## src/rtl/alu_mul_sequencer.sv

```systemverilog
// rtl/alu_mul_sequencer.sv - shift-and-add 32x32 low-half multiplier that borrows the shared ALU
module alu_mul_sequencer #(
  parameter int WIDTH      = 32,
  parameter bit EARLY_EXIT = 1'b1
) (
  input  logic             clk,
  input  logic             reset,
  input  logic             start,
  input  logic [WIDTH-1:0] a_in,
  input  logic [WIDTH-1:0] b_in,
  output logic             busy,
  output logic             done,
  output logic [WIDTH-1:0] product,
  output logic [3:0]       mul_flags,
  output logic             alu_req,
  input  logic             alu_gnt,
  output logic [WIDTH-1:0] alu_a,
  output logic [WIDTH-1:0] alu_b,
  output logic [1:0]       alu_ctrl,
  input  logic [WIDTH-1:0] alu_result
);

  // Iteration counter only has to reach WIDTH-1; it may wrap afterwards.
  localparam int CW = (WIDTH > 1) ? $clog2(WIDTH) : 1;
  localparam logic [CW-1:0] LAST_ITER = CW'(WIDTH - 1);

  typedef enum logic [1:0] {
    S_IDLE,
    S_RUN,
    S_DONE
  } state_t;

  state_t           state;
  logic [WIDTH-1:0] acc;
  logic [WIDTH-1:0] mcand;
  logic [WIDTH-1:0] mplier;
  logic [CW-1:0]    count;

  logic [WIDTH-1:0] acc_next;
  logic [WIDTH-1:0] mplier_next;
  logic             last_iter;

  // {N,Z,C,V} in ALU flag order; the multiply never reports carry or overflow.
  function automatic logic [3:0] flags_of(input logic [WIDTH-1:0] p);
    return {p[WIDTH-1], (p == '0), 2'b00};
  endfunction

  // The ALU always sees the accumulator and the shifted multiplicand; only add mode is used.
  assign alu_a    = acc;
  assign alu_b    = mcand;
  assign alu_ctrl = 2'b00;

  // Next-iteration values and the exit decision, all based on the current multiplier LSB.
  always_comb begin
    acc_next    = mplier[0] ? alu_result : acc;
    mplier_next = mplier >> 1;
    last_iter   = (EARLY_EXIT && (mplier_next == '0)) || (count == LAST_ITER);
  end

  // Sequencer FSM: capture on start, commit one iteration per granted cycle, pulse done once.
  always_ff @(posedge clk) begin
    if (reset) begin
      state     <= S_IDLE;
      acc       <= '0;
      mcand     <= '0;
      mplier    <= '0;
      count     <= '0;
      product   <= '0;
      mul_flags <= 4'b0100;
      busy      <= 1'b0;
      done      <= 1'b0;
      alu_req   <= 1'b0;
    end else begin
      case (state)
        S_IDLE: begin
          done <= 1'b0;
          if (start) begin
            mcand  <= a_in;
            mplier <= b_in;
            acc    <= '0;
            count  <= '0;
            if (EARLY_EXIT && (b_in == '0)) begin
              // Nothing to add: finish immediately with a zero product.
              product   <= '0;
              mul_flags <= 4'b0100;
              done      <= 1'b1;
              state     <= S_DONE;
            end else begin
              busy    <= 1'b1;
              alu_req <= 1'b1;
              state   <= S_RUN;
            end
          end
        end

        S_RUN: begin
          // Without a grant the datapath owns the ALU; hold everything and retry.
          if (alu_gnt) begin
            acc    <= acc_next;
            mcand  <= mcand << 1;
            mplier <= mplier_next;
            count  <= count + CW'(1);
            if (last_iter) begin
              product   <= acc_next;
              mul_flags <= flags_of(acc_next);
              busy      <= 1'b0;
              alu_req   <= 1'b0;
              done      <= 1'b1;
              state     <= S_DONE;
            end
          end
        end

        S_DONE: begin
          done  <= 1'b0;
          state <= S_IDLE;
        end

        default: begin
          busy    <= 1'b0;
          done    <= 1'b0;
          alu_req <= 1'b0;
          state   <= S_IDLE;
        end
      endcase
    end
  end

endmodule

```

## config.mk

```make
export PLATFORM = sky130hd
export DESIGN_NAME = alu_mul_sequencer
export DESIGN_NICKNAME = d
export VERILOG_FILES = /design/src/rtl/alu_mul_sequencer.sv
export SDC_FILE = /design/constraint.sdc
export NUM_CORES = 1
export LEC_CHECK = 0
export ABC_AREA = 1
export BUFFER_PORTS_ARGS = -buffer_cell sky130_fd_sc_hd__buf_2
export CAP_MARGIN = 20
export CORE_ASPECT_RATIO = 0.75
export CORE_MARGIN = 5
export CORE_UTILIZATION = 40
export CTS_BUF_LIST = sky130_fd_sc_hd__clkbuf_8
export CTS_CLUSTER_SIZE = 30
export DETAILED_ROUTE_END_ITERATION = 12
export GPL_TIMING_DRIVEN = 0
export PLACE_DENSITY = 0.66
export SKIP_CTS_REPAIR_TIMING = 1
export SLEW_MARGIN = 20
export SYNTH_ARGS = -nofsm -noshare
export SYNTH_HDL_FRONTEND = slang
export SYNTH_SLANG_ARGS = --single-unit
```

## constraint.sdc

```tcl
create_clock -name clk -period 1.5 [get_ports clk]
set_input_delay 0.15 -clock clk [delete_from_list [all_inputs] [get_ports clk]]
set_output_delay 0.15 -clock clk [all_outputs]
set_load 0.02 [all_outputs]
```

* After elaboration in Yosys (flattened, before gate mapping)
Index checks and enable logic that the tools add are counted.
Word-level totals: flip-flop bits (word level) 141, bits of input ports 100, logic and storage cells 68
Cells by class: $add $sub $neg 1, equality and inequality tests 8, mux-type cells 38, bitwise gates (word level) 1, reduce and logical (&&, ||, !) cells 11
Operators by type and width (number):
- 32-bit 2-to-1 mux | 11
- 32-bit case mux with 2 select lines | 4
- 32-bit logical NOT | 3
- 4-bit 2-to-1 mux | 4
- 5-bit 2-to-1 mux | 2
- 2-bit inequality test, second input constant | 5
- 5-bit case mux with 2 select lines | 1
- 5-bit AND reduction | 2
- 1-bit 2-to-1 mux | 8
- 2-bit 2-to-1 mux | 4
- 4-bit case mux with 2 select lines | 1
- 3-bit AND reduction | 2
- 5-bit by 1-bit adder with 5-bit output, second input constant | 1
- 5-bit equality test, second input constant | 1
- 2-bit case mux with 2 select lines | 1
- 1-bit case mux with 3 select lines | 1
- 2-bit by 1-bit equality test with 1-bit output, second input constant | 1
- 2-bit equality test, second input constant | 1
- 2-bit logical NOT | 1
- 1-bit case mux with 2 select lines | 1
- 2-bit AND reduction | 1
- 2-bit nonzero test | 1
- 1-bit logical OR | 1
- 1-bit inverter | 1

* Longest topological paths before layout
word-level depth 5, mapped depth 12, mapped depth without buffers 11

* Least setup slack after synthesis
No wires, ideal clock.
path kind reg-to-reg, from register count[0], to register product[10], setup time 0.113 ns, arrival 1.519 ns, setup slack -0.132 ns, stages on the path, launching flop included 12, clock period less this slack 1.632 ns, cells stage by stage dfxtp_1 > ha_1 > inv_1 > nor3_1 > ha_1 > nor2_1 > o21ai_2 > nand3_2 > buf_4 > buf_4 > nor2_1 > nor2_1
Between the ends: longest elaborated chain between the ends 4
RTL lines:
- from (decl) | RTL line 37 | logic [CW-1:0] count;
- from (signal assigned) | RTL line 102 | count <= count + CW'(1);
- 5-bit equality test | RTL line 57 | last_iter = (EARLY_EXIT && (mplier_next == '0)) || (count == LAST_ITER);
- 1-bit logical OR | RTL line 57
- 2-bit inequality test (no line)
- 5-bit AND reduction (no line)
- to (signal assigned) | RTL line 104 | product <= acc_next;
- to (decl) | RTL line 13 | output logic [WIDTH-1:0] product,
No other way between the ends. A chain may end at the register's enable or synchronous reset.

* Worst setup path in the final report
from register count[1], to register product[13]
The elaborated chain is that of the path after synthesis.

==> Flow_metrics.wiki <==
{| class="wikitable"
! Metric !! Value
|-
| Post-Synthesis Cells || 990
|-
| Arrival time at the worst endpoint || 2.10 ns
|-
| Run status || complete, but fails checks
|-
| Slew at the pin with the worst max-slew slack || 0.5767 ns
|-
| Row count || 40
|-
| Setup TNS || -10.95 ns
|-
| Port buffer count || 199
|-
| Effective utilization at floorplan || 40.44%
|-
| Count of state elements after synthesis || 138
|-
| Antenna diodes || 0
|-
| DIE WIDTH || 156.5 um
|-
| Final ANT Viol Nets || 0
|-
| Detailed-routing iteration count for the pre-antenna-repair pass || 6
|-
| Clock edge transition at the registers on the reported setup and hold paths || 0.08 ns
|-
| Iter 0 DRT Violations || 459
|-
| Beginning of the critical path || count[1]$_SDFFE_PP0P_
|-
| Worst setup slack before clock tree synthesis || -0.4405 ns
|-
| Overall power consumption || 18.45 mW
|-
| Capture instance of the worst register-to-register path || product[13]$_SDFFE_PP0P_
|-
| Wire length of the first global-routing pass || 32.91 mm
|-
| Post-route clock period utilization || 116.6%
|-
| Buffer and inverter count on the worst path || 3
|-
| Pin count of the biggest net entering global routing || 17
|-
| Data required time at the worst endpoint || 1.85 ns
|-
| Final-layout fill cell count || 1525
|-
| Inserted Clock Buffers || 17
|-
| Utilization after layout || 61.01%
|-
| Hold EP || alu_b[1]$_SDFFE_PP0P_
|-
| Detailed Place HPWL || 15.49 mm
|-
| Share of cells above drive strength 1 || 31.13%
|-
| Floorplan core area || 15920 um^2
|-
| Number of endpoints failing setup at the final stage || 117
|-
| Maximum capacitance violations || 0
|-
| Worst-case headroom to the max-slew limit || 61.55%
|-
| CP Class || reg2reg
|-
| Detailed-route DRC error count || 0
|-
| Total grt overflow || 0
|-
| Worst reg-to-reg path cell count || 11
|-
| Clock root buffer || clkbuf_8
|-
| Number of synthesized flops with an enable pin || 0
|-
| Total Routing Usage GR || 21.94%
|-
| Post-synth top area cell || dfxtp_1
|-
| Cell Count Post-Placement || 1402
|-
| Number of warning messages in the yosys log || 0
|-
| Slew Viols, Final || 0
|-
| Max stage delay on crit path || 0.38 ns
|-
| Number of distinct library cell variants in the gate-level netlist after synthesis || 25
|-
| Die extent in y || 119.9 um
|-
| Buffer depth of the longest clock path || 2
|-
| Hold Crit Class || in2reg
|-
| Post-layout net count || 1374
|-
| Total I/O pin count || 205
|-
| Leak || 4.588 nW
|-
| Syn avg cell area || 6.501 um^2
|-
| Most instantiated flip-flop cell in the synthesis netlist || dfxtp_1
|-
| Seq/Total Area, Yosys || 42.92%
|-
| Hold Path Stages || 3
|-
| Final Hold Violating Endpoints || 0
|-
| VDD IR-drop max || 0.9784 mV
|-
| Vias per inst || 4.936
|-
| Synth async-reset ratio || 0%
|-
| Category of the worst setup path capture point || register
|-
| Worst clock skew on the final layout || 0.01380 ns
|-
| Setup repair after global routing missed its margin || yes
|-
| Level count of the clock H-tree || 4
|-
| CTS sink count || 138
|-
| Share of Yosys cell area claimed by the top area cell type || 42.92%
|-
| Cell with the largest stage delay on the worst path || dfxtp_4
|-
| Final critical-path setup slack || -0.2491 ns
|-
| Top area cells in the synthesized netlist || dfxtp_1 43%, nand2_1 15%, nor2_1 12%, o21ai_0 10%, a31oi_1 6.0%
|-
| Worst reg2reg path startpoint || count[1]$_SDFFE_PP0P_
|-
| Number of antenna violations at the first check in global routing || 0
|-
| Final weighted congestion in routability-driven placement || 0.8269
|-
| Hold path startpoint || a_in[1]
|-
| Via count of the first global-routing pass || 6392
|-
| Cell-by-cell listing of the critical path || ha_4 -> inv_2 -> nor3_2 -> ha_2 -> nor2_4 -> o21ai_4 -> nand3_4 -> buf_8 -> buf_6 -> nor2_1 -> nor2_1
|-
| Layout-stage area growth over the synthesis result || 50.87%
|-
| Non-filler instance count after layout || 1495
|-
| Startpoint types || register
|-
| Detailed-route via count || 7380
|-
| Detailed-route wire length || 23.04 mm
|-
| Minimum clock period after layout || 1.749 ns
|-
| Detail-routed net length per standard cell || 15.41 um
|-
| Sequential standard cell area || 2778 um^2
|-
| Achievable clock frequency || 571.7 MHz
|-
| Area occupied by multi-input gates || 3651 um^2
|-
| Clk_lat worst skew || 0.45 ns
|-
| Summed instance area of the synthesized netlist || 6436 um^2
|-
| Most prevalent standard cell on the critical path || nor2_1
|-
| TritonCTS clock tree || yes
|-
| Area enclosed by the die boundary || 18750 um^2
|-
| Power per standard cell area || 1900 nW/um^2
|-
| Reg-to-reg setup timing slack || -0.25 ns
|-
| CP top delay family || simple AND/OR/NAND/NOR gates
|-
| Violated checks || setup timing
|-
| CP Max Fanout || 10
|}
## kinds of logic after synthesis
group,synth area share [%]
DFF,42.92
AOI/OAI and AO/OA,17.65
other,0.05826
adders and majority gates,0.3887
and+or+nand+nor,29.14
buffers and inverters,9.836
## through the flow
| stage | instance area (um^2) | hold WS [ns] |
|---|---|---|
| after CTS | 8144 | -0.06929 |
| after global placement | 7740 | 0.4089 |
| after floorplan | 6481 | 0.2971 |
| after detailed placement | 7740 | 0.4104 |
| after global routing | 9711 | -0.002615 |
| final | 9711 | 0.01216 |
## power by group
part	switching [mW]	total [mW]	internal [mW]
clock	1.61	3.18	1.57
sequential	0.857	5.64	4.79
combinational	5.89	9.62	3.74
total	8.35	18.4	10.1
## synth_stat cells, types with 3 or more instances
master,instances
nand2_1,264
nor2_1,206
dfxtp_1,138
o21ai_0,129
inv_1,76
a31oi_1,62
clkbuf_1,40
buf_2,23
a21oi_1,14
buf_4,9
nand4_1,5
nor3_1,5
inv_2,3
nand3_1,3
## cells in the final DEF (no fill, tap or decap), types with 5 or more instances in the layout
cell             n
a21oi_1         11
nor2_4           5
a31oi_2          8
nor2_2          24
dlygate4sd3_1   42
clkinvlp_4       5
nor2_1         180
buf_6           15
nand4_1          5
inv_1           73
clkbuf_16        6
nand2_1        262
clkbuf_1        15
clkbuf_2        12
buf_12           8
a31oi_4         24
buf_4           21
clkbuf_8        19
dfxtp_1        134
o21ai_2          9
a31oi_1         30
o21ai_1         31
o21ai_0         89
buf_2          205
buf_8            6
## tightest hold or removal path, stage by stage
cell,delay (ns)
buf_2,0.09
nand2_1,0.08
a31oi_2,0.09
## how the worst max path moves through the flow
| stage | end | slack [ns] | cells past startpoint |
|---|---|---|---|
| after floorplan | product[11]$_SDFFE_PP0P_ | -0.02 | 11 |
| after global placement | mplier[0]$_SDFFE_PP0P_ | -0.43 | 7 |
| after detailed placement | alu_a[14]$_SDFFE_PP0P_ | -0.44 | 8 |
| after CTS | alu_a[14]$_SDFFE_PP0P_ | -0.46 | 8 |
| after global routing | product[11]$_SDFFE_PP0P_ | -0.33 | 11 |
| final | product[13]$_SDFFE_PP0P_ | -0.25 | 11 |
## per-layer routing
layer | global-route usage [%] | wire length (um) | vias to the layer above
li1 | - | - | 3719
met1 | 33.31 | 11040 | 3381
met2 | 30.52 | 10030 | 261
met3 | 5.696 | 1676 | 19
met4 | 5.691 | 293 | 0
met5 | 0 | 0 | -
## final cells by class
type / count / area share (%)
Buffer: 71 / 6.236
Clock buffer: 19 / 2.693
Clock inverter: 13 / 1.469
Inverter: 79 / 3.131
Multi-Input combinational cell: 703 / 37.60
Sequential cell: 138 / 28.60
Tap cell: 210 / 2.706
Timing Repair Buffer: 261 / 17.50
Timing Repair inverter: 1 / 0.06442
## sequential cells by signal, indices dropped and copies added, names as in the netlist
signal	count
mplier	32
done	1
alu_b	32
alu_req	1
alu_a	32
mul_flags	2
state	2
product	31
count	5
Power figures use the tool's default switching activity.
